===== config.mk =====
export PLATFORM = sky130hd
export DESIGN_NAME = rx_frame_ctrl_flat
export DESIGN_NICKNAME = d
export VERILOG_FILES = /design/src/rtl/gmii_if.sv /design/src/rtl/rx_frame_ctrl.sv /design/src/flat_wrapper.sv
export SDC_FILE = /design/constraint.sdc
export NUM_CORES = 1
export LEC_CHECK = 0
export CAP_MARGIN = 20
export CORE_MARGIN = 4
export CORE_UTILIZATION = 50
export CTS_BUF_LIST = sky130_fd_sc_hd__clkbuf_16
export DETAILED_ROUTE_END_ITERATION = 6
export DONT_BUFFER_PORTS = 1
export GPL_TIMING_DRIVEN = 0
export PLACE_DENSITY_LB_ADDON = 0.15
export SETUP_SLACK_MARGIN = 0.15
export SLEW_MARGIN = 40
export SYNTH_ARGS = -nofsm -noshare
export SYNTH_HDL_FRONTEND = slang
export SYNTH_SLANG_ARGS = --single-unit

===== constraint.sdc =====
create_clock -name clk -period 5.34 [get_ports clk]
set_clock_uncertainty 0.1 [all_clocks]
set_input_delay 0.801 -clock clk [delete_from_list [all_inputs] [get_ports clk]]
set_output_delay 0.801 -clock clk [all_outputs]
set_load 0.05 [all_outputs]

===== src/rtl/gmii_if.sv =====
`default_nettype none
// ============================================================================
// Module   : gmii_if
// Brief    : GMII receive byte stream, one byte per cycle with a valid strobe.
// Revision : 1.0 - initial release
// ============================================================================
interface gmii_if;
    logic       valid;
    logic [7:0] data;

    modport master (
        output valid,
        output data
    );

    modport slave (
        input valid,
        input data
    );
endinterface : gmii_if
`default_nettype wire


===== src/rtl/rx_frame_ctrl.sv =====
`default_nettype none
// ============================================================================
// Module   : rx_frame_ctrl
// Brief    : GMII RX frame sequencer: preamble/SFD delineation, CRC-checker
//            qualifier, length checks, per-frame status and frame counters.
// Revision : 1.0 - initial release
// ============================================================================
module rx_frame_ctrl #(
    parameter int MIN_PREAMBLE_BYTES = 1,
    parameter int MIN_FRAME_LEN      = 64,
    parameter int MAX_FRAME_LEN      = 1518,
    parameter int LEN_W              = 14,
    parameter int CNT_W              = 32
) (
    input  wire logic             clk,
    input  wire logic             rst,
    gmii_if.slave                 gmii_rx_if_i,
    input  wire logic             crc_error_i,
    output logic                  is_preamble_or_sfd_o,
    output logic                  frame_status_valid_o,
    output logic                  frame_good_o,
    output logic                  crc_err_o,
    output logic                  runt_o,
    output logic                  giant_o,
    output logic                  align_err_o,
    output logic [LEN_W-1:0]      frame_len_o,
    output logic [CNT_W-1:0]      good_frames_o,
    output logic [CNT_W-1:0]      bad_frames_o
);

    localparam logic [1:0]       c_S_IDLE     = 2'd0;
    localparam logic [1:0]       c_S_PREAMBLE = 2'd1;
    localparam logic [1:0]       c_S_FRAME    = 2'd2;
    localparam logic [1:0]       c_S_DROP     = 2'd3;

    localparam logic [7:0]       c_PRE_BYTE   = 8'h55;
    localparam logic [7:0]       c_SFD_BYTE   = 8'hD5;
    localparam logic [2:0]       c_PRE_MAX    = 3'd7;
    localparam logic [2:0]       c_PRE_MIN    = 3'(MIN_PREAMBLE_BYTES);
    localparam logic [LEN_W-1:0] c_LEN_MAX    = {LEN_W{1'b1}};

    logic [1:0]       r_state;
    logic [1:0]       w_state_nxt;
    logic [2:0]       r_pre_cnt;
    logic [2:0]       w_pre_cnt_nxt;
    logic [LEN_W-1:0] r_len;
    logic [LEN_W-1:0] w_len_nxt;

    logic             w_valid;
    logic [7:0]       w_data;
    logic             w_frame_end;
    logic             w_in_frame;
    logic [31:0]      w_len_ext;
    logic             w_crc;
    logic             w_runt;
    logic             w_giant;
    logic             w_align;
    logic             w_good;

    logic             r_status_valid;
    logic             r_frame_good;
    logic             r_crc_err;
    logic             r_runt;
    logic             r_giant;
    logic             r_align_err;
    logic [LEN_W-1:0] r_frame_len;
    logic [CNT_W-1:0] r_good_frames;
    logic [CNT_W-1:0] r_bad_frames;

    assign w_valid = gmii_rx_if_i.valid;
    assign w_data  = gmii_rx_if_i.data;

    always_ff @(posedge clk) begin
        if (rst) begin
            r_state   <= c_S_IDLE;
            r_pre_cnt <= 3'd0;
            r_len     <= '0;
        end else begin
            r_state   <= w_state_nxt;
            r_pre_cnt <= w_pre_cnt_nxt;
            r_len     <= w_len_nxt;
        end
    end

    // Every non-IDLE state returns to IDLE when valid drops; that cycle is the frame end.
    always_comb begin
        w_state_nxt   = r_state;
        w_pre_cnt_nxt = r_pre_cnt;
        w_len_nxt     = r_len;
        case (r_state)
            c_S_IDLE: begin
                if (w_valid) begin
                    if (w_data == c_PRE_BYTE) begin
                        w_state_nxt   = c_S_PREAMBLE;
                        w_pre_cnt_nxt = 3'd1;
                    end else begin
                        w_state_nxt   = c_S_DROP;
                    end
                end
            end
            c_S_PREAMBLE: begin
                if (!w_valid) begin
                    w_state_nxt = c_S_IDLE;
                end else if (w_data == c_PRE_BYTE) begin
                    if (r_pre_cnt != c_PRE_MAX) begin
                        w_pre_cnt_nxt = r_pre_cnt + 3'd1;
                    end
                end else if ((w_data == c_SFD_BYTE) && (r_pre_cnt >= c_PRE_MIN)) begin
                    w_state_nxt = c_S_FRAME;
                    w_len_nxt   = '0;
                end else begin
                    w_state_nxt = c_S_DROP;
                end
            end
            c_S_FRAME: begin
                if (!w_valid) begin
                    w_state_nxt = c_S_IDLE;
                end else if (r_len != c_LEN_MAX) begin
                    w_len_nxt = r_len + 1'b1;
                end
            end
            c_S_DROP: begin
                if (!w_valid) begin
                    w_state_nxt = c_S_IDLE;
                end
            end
            default: begin
                w_state_nxt = c_S_IDLE;
            end
        endcase
    end

    assign w_frame_end = !w_valid && (r_state != c_S_IDLE);
    assign w_in_frame  = (r_state == c_S_FRAME);
    assign w_len_ext   = 32'(r_len);

    // Frames that never reached FRAME report only the alignment error.
    assign w_crc   = w_in_frame && crc_error_i;
    assign w_runt  = w_in_frame && (w_len_ext < 32'(MIN_FRAME_LEN));
    assign w_giant = w_in_frame && (w_len_ext > 32'(MAX_FRAME_LEN));
    assign w_align = !w_in_frame;
    assign w_good  = !(w_crc || w_runt || w_giant || w_align);

    always_ff @(posedge clk) begin
        if (rst) begin
            r_status_valid <= 1'b0;
            r_frame_good   <= 1'b0;
            r_crc_err      <= 1'b0;
            r_runt         <= 1'b0;
            r_giant        <= 1'b0;
            r_align_err    <= 1'b0;
            r_frame_len    <= '0;
            r_good_frames  <= '0;
            r_bad_frames   <= '0;
        end else begin
            r_status_valid <= w_frame_end;
            if (w_frame_end) begin
                r_frame_good <= w_good;
                r_crc_err    <= w_crc;
                r_runt       <= w_runt;
                r_giant      <= w_giant;
                r_align_err  <= w_align;
                r_frame_len  <= w_in_frame ? r_len : '0;
                if (w_good) begin
                    r_good_frames <= r_good_frames + 1'b1;
                end else begin
                    r_bad_frames  <= r_bad_frames + 1'b1;
                end
            end
        end
    end

    assign is_preamble_or_sfd_o = (r_state != c_S_FRAME);
    assign frame_status_valid_o = r_status_valid;
    assign frame_good_o         = r_frame_good;
    assign crc_err_o            = r_crc_err;
    assign runt_o               = r_runt;
    assign giant_o              = r_giant;
    assign align_err_o          = r_align_err;
    assign frame_len_o          = r_frame_len;
    assign good_frames_o        = r_good_frames;
    assign bad_frames_o         = r_bad_frames;

endmodule : rx_frame_ctrl
`default_nettype wire


===== src/flat_wrapper.sv =====
// flat-port wrapper written by rule: the top's interface ports become plain ports
module rx_frame_ctrl_flat 
#(
    parameter int MIN_PREAMBLE_BYTES = 1,
    parameter int MIN_FRAME_LEN      = 64,
    parameter int MAX_FRAME_LEN      = 1518,
    parameter int LEN_W              = 14,
    parameter int CNT_W              = 32
)
  (clk, rst, crc_error_i, is_preamble_or_sfd_o, frame_status_valid_o, frame_good_o, crc_err_o, runt_o, giant_o, align_err_o, frame_len_o, good_frames_o, bad_frames_o, gmii_rx_if_i_valid, gmii_rx_if_i_data);
  gmii_if gmii_rx_if_i_i ();
  input  wire logic clk;
  input  wire logic rst;
  input  wire logic crc_error_i;
  output logic is_preamble_or_sfd_o;
  output logic frame_status_valid_o;
  output logic frame_good_o;
  output logic crc_err_o;
  output logic runt_o;
  output logic giant_o;
  output logic align_err_o;
  output logic [LEN_W-1:0] frame_len_o;
  output logic [CNT_W-1:0] good_frames_o;
  output logic [CNT_W-1:0] bad_frames_o;
  input wire logic [$bits(gmii_rx_if_i_i.valid)-1:0] gmii_rx_if_i_valid;
  input wire logic [$bits(gmii_rx_if_i_i.data)-1:0] gmii_rx_if_i_data;
  assign gmii_rx_if_i_i.valid = gmii_rx_if_i_valid;
  assign gmii_rx_if_i_i.data = gmii_rx_if_i_data;
  rx_frame_ctrl #(.MIN_PREAMBLE_BYTES(MIN_PREAMBLE_BYTES), .MIN_FRAME_LEN(MIN_FRAME_LEN), .MAX_FRAME_LEN(MAX_FRAME_LEN), .LEN_W(LEN_W), .CNT_W(CNT_W)) u_core (.clk(clk), .rst(rst), .gmii_rx_if_i(gmii_rx_if_i_i), .crc_error_i(crc_error_i), .is_preamble_or_sfd_o(is_preamble_or_sfd_o), .frame_status_valid_o(frame_status_valid_o), .frame_good_o(frame_good_o), .crc_err_o(crc_err_o), .runt_o(runt_o), .giant_o(giant_o), .align_err_o(align_err_o), .frame_len_o(frame_len_o), .good_frames_o(good_frames_o), .bad_frames_o(bad_frames_o));
endmodule

==> metrics.txt <==
status=finished clean; Yosys reg bits=103; overall routing resource usage=0.245; most numerous cell in the Yosys netlist=dfxtp_1; worst slew pin tran=0.850 ns; initial antenna violation count=0; Hold Fails Final Rpt=0; Hold Path Origin=u_core.r_pre_cnt[1]$_SDFFE_PP0P_; top cells by count, synth=dfxtp_1 (103), a21oi_1 (75), nor2_1 (38), o31ai_1 (33); I/O pin count=between 90 and 100; worst-path maximum fanout=10; Layout Nets=628; pin count of the biggest net entering global routing=18; Syn Area/Cell=~8.5 um2; worst-skew pair later-pin latency=0.35 ns; CP arrival=between 3 and 4 ns; ys async rst share=0; # port buffers=0; First-pass DRT Iterations=5; die width=109 um; htree depth=3; Crit. End Element=flip-flop; Simple-Gate Fraction of Synth Area=0.263; FF-to-FF path depth=6; setup bufs post-CTS=0; multi-input logic area=2770 um2; initial core utilization=0.515; Synth top area share=0.408; reg-to-reg critical path startpoint=u_core.bad_frames_o[3]$_SDFFE_PP0P_; drt via density=6.47; post-synthesis xor/xnor area fraction=0.00865; CTS buffer count=9; Routability Congestion=0.857; Post-route DRC=0; first-pass GRT wire length=about 23000 um; Vias=4831; DR WL/cell=19.1 um; Die H=109 um; Mapped Area=5060 um2; Max Slew Vio Count=0; Worst-path clk slew=0.07 ns; synthesis-to-layout area growth=9.17%; Hold Path Class=reg2reg; Synth area leaders=dfxtp_1 (41%), a21oi_1 (7.4%), o31ai_1 (4.9%); syn_nets=617; grt ovf=0; Detailed Route Iter0 Violations=296; hold worst-path end=u_core.r_pre_cnt[1]$_SDFFE_PP0P_; Cell Rows=36; end of the worst register-to-register path=u_core.bad_frames_o[31]$_SDFFE_PP0P_; Core Footprint=9820 um2; Startpoint Class=flip-flop; most used cell, CP=nand4_1; RSZ-0062 raised after global routing=false; Synth Area in Compound Gates=0.252; CTS root buffer=clkbuf_16; worst path cell trace=nand4_1 > nor2_1 > clkbuf_1 > nand4_1 > or4_1 > a21oi_1; sequential area share after synthesis=0.408; Die ar.=11800 um2; clk sinks=103; crit share post-route=0.556; Synth Warn #=0; share of layout cells above drive strength 1=0.0765; mux share of post-synthesis cell area=0.00593; Synth area leader=dfxtp_1; Max-Cap Viols=0; post-DP HPWL=10200 um; Cell Pwr Density=269 nW/um2; # hold bufs at CTS=0; hold path cells=2; Final Setup Violations=0; Reg area=2060 um2; crit-path max cell delay=0.76 ns; synth unique cells=54; internal reg-to-reg setup slack=2.37 ns; DRT Wirelength=about 14000 um; Clock Path Buffers=2; antenna diode count=0; adder-cell share of the synthesized area=0.0173; post-CTS resize count=0; leakage=0.00169 uW; crit path kind=reg2reg; slowest cell on the critical path=dfxtp_1; f_max=337 MHz; ys flop type=dfxtp_1; fillers=969; CTS tree=built; Post-synth EDFFs=0; Crit path required time=5.51 ns; vias in the first global route=4589; min Tclk post-route=about 3.0 ns; largest family of logic cells by synthesized area=simple AND/OR/NAND/NOR gates; Post-Syn Instances=598; setup tns final=0 ns; Final Hold Slack=0.409 ns; Slew HR=0.429; Final ANT Viol Nets=0; VDD IR-drop max=0.164 mV
## where the power goes
| part | switching (uW) | internal [uW] | leakage [uW] |
|---|---|---|---|
| combinational | 35.9 | 11.0 | 0.000715 |
| sequential | 10.3 | 771 | 0.000830 |
| clock | 293 | 364 | 0.000143 |
## critical path: cells and delay by family, from the launching register on
family | cells | cell delay, ns
flip-flops | 1 | 0.76
AO/OA/AOI/OAI | 1 | 0.14
AND/OR/NAND/NOR | 4 | 1.41
buffers and inverters | 1 | 0.47
## kinds of logic after synthesis
logic type               after synthesis
XOR/XNOR                               5
multiplexers                           3
buffers and inverters                 57
AO/OA/AOI/OAI                        192
adder cells (fa/ha/maj)                7
AND/OR/NAND/NOR                      231
flip-flops                           103
## per-stage QoR
stage	cell area [um2]	power (uW)	instances	setup slack, ns	util
after floorplan	5060	831	598	2.84	-
after global placement	5230	844	731	2.47	0.532
after detailed placement	5230	845	731	2.46	0.532
after CTS	5520	1500	747	2.43	0.563
after global routing	5520	1540	747	2.09	0.563
final	5520	1490	747	2.37	0.563
## area by class of cell
type	instances	share of cell area
buffer	41	0.0308
sequential	103	0.373
clock inverter	7	0.0131
clock buffer	9	0.0408
tap	133	0.0301
inverter	16	0.0109
multi-input combinational	438	0.501
## registers in the layout, indices dropped and copies added (netlist names)
name,flops
u_core.r_pre_cnt,3
u_core.good_frames_o,32
u_core.r_state,2
u_core.r_len,14
u_core.bad_frames_o,32
u_core.align_err_o,1
u_core.runt_o,1
u_core.giant_o,1
u_core.frame_status_valid_o,1
u_core.frame_good_o,1
u_core.crc_err_o,1
u_core.frame_len_o,14
## placed cells by master, fill, tap and decap left out, types with 3 or more instances in the layout
| master | Yosys | final |
|---|---|---|
| nand3_1 | 27 | 27 |
| clkbuf_1 | 28 | 28 |
| nand4_1 | 22 | 22 |
| nor3_1 | 6 | 6 |
| and4_1 | 7 | 7 |
| and2_1 | 6 | 6 |
| a21oi_1 | 75 | 75 |
| nor4_1 | 5 | 5 |
| or4_1 | 32 | 32 |
| a41o_1 | 6 | 6 |
| clkbuf_16 | 0 | 9 |
| dfxtp_1 | 103 | 103 |
| and3_1 | 12 | 12 |
| or3_1 | 29 | 29 |
| xnor2_1 | 3 | 3 |
| o2111ai_1 | 10 | 10 |
| a31o_2 | 3 | 3 |
| o31ai_1 | 33 | 33 |
| buf_2 | 13 | 13 |
| nand2_1 | 32 | 32 |
| a22oi_1 | 15 | 15 |
| nand2b_1 | 3 | 3 |
| ha_1 | 7 | 7 |
| o21ai_0 | 29 | 29 |
| nor2_1 | 38 | 38 |
| or2_2 | 3 | 3 |
| mux2i_1 | 3 | 3 |
| inv_1 | 16 | 16 |
## routing by layer
metal | GRT usage | up-vias | share of wire
met5 | 0 | - | 0
met4 | 0.108 | 0 | 0.020
met3 | 0.0657 | 22 | 0.080
met2 | 0.399 | 165 | 0.48
met1 | 0.304 | 2315 | 0.42
li1 | - | 2329 | -
## worst max-delay path by stage
stage	start	cells after the start	end
2_1_floorplan	gmii_rx_if_i_data[1]	6	u_core.r_len[10]$_SDFFE_PP0P_
3_3_place_gp	u_core.bad_frames_o[3]$_SDFFE_PP0P_	6	u_core.bad_frames_o[31]$_SDFFE_PP0P_
3_5_place_dp	u_core.bad_frames_o[3]$_SDFFE_PP0P_	7	u_core.bad_frames_o[16]$_SDFFE_PP0P_
4_1_cts	u_core.bad_frames_o[3]$_SDFFE_PP0P_	6	u_core.bad_frames_o[31]$_SDFFE_PP0P_
5_1_grt	u_core.bad_frames_o[3]$_SDFFE_PP0P_	7	u_core.bad_frames_o[22]$_SDFFE_PP0P_
6_report	u_core.bad_frames_o[3]$_SDFFE_PP0P_	6	u_core.bad_frames_o[31]$_SDFFE_PP0P_
No activity file was read; power rests on OpenSTA's default activity.
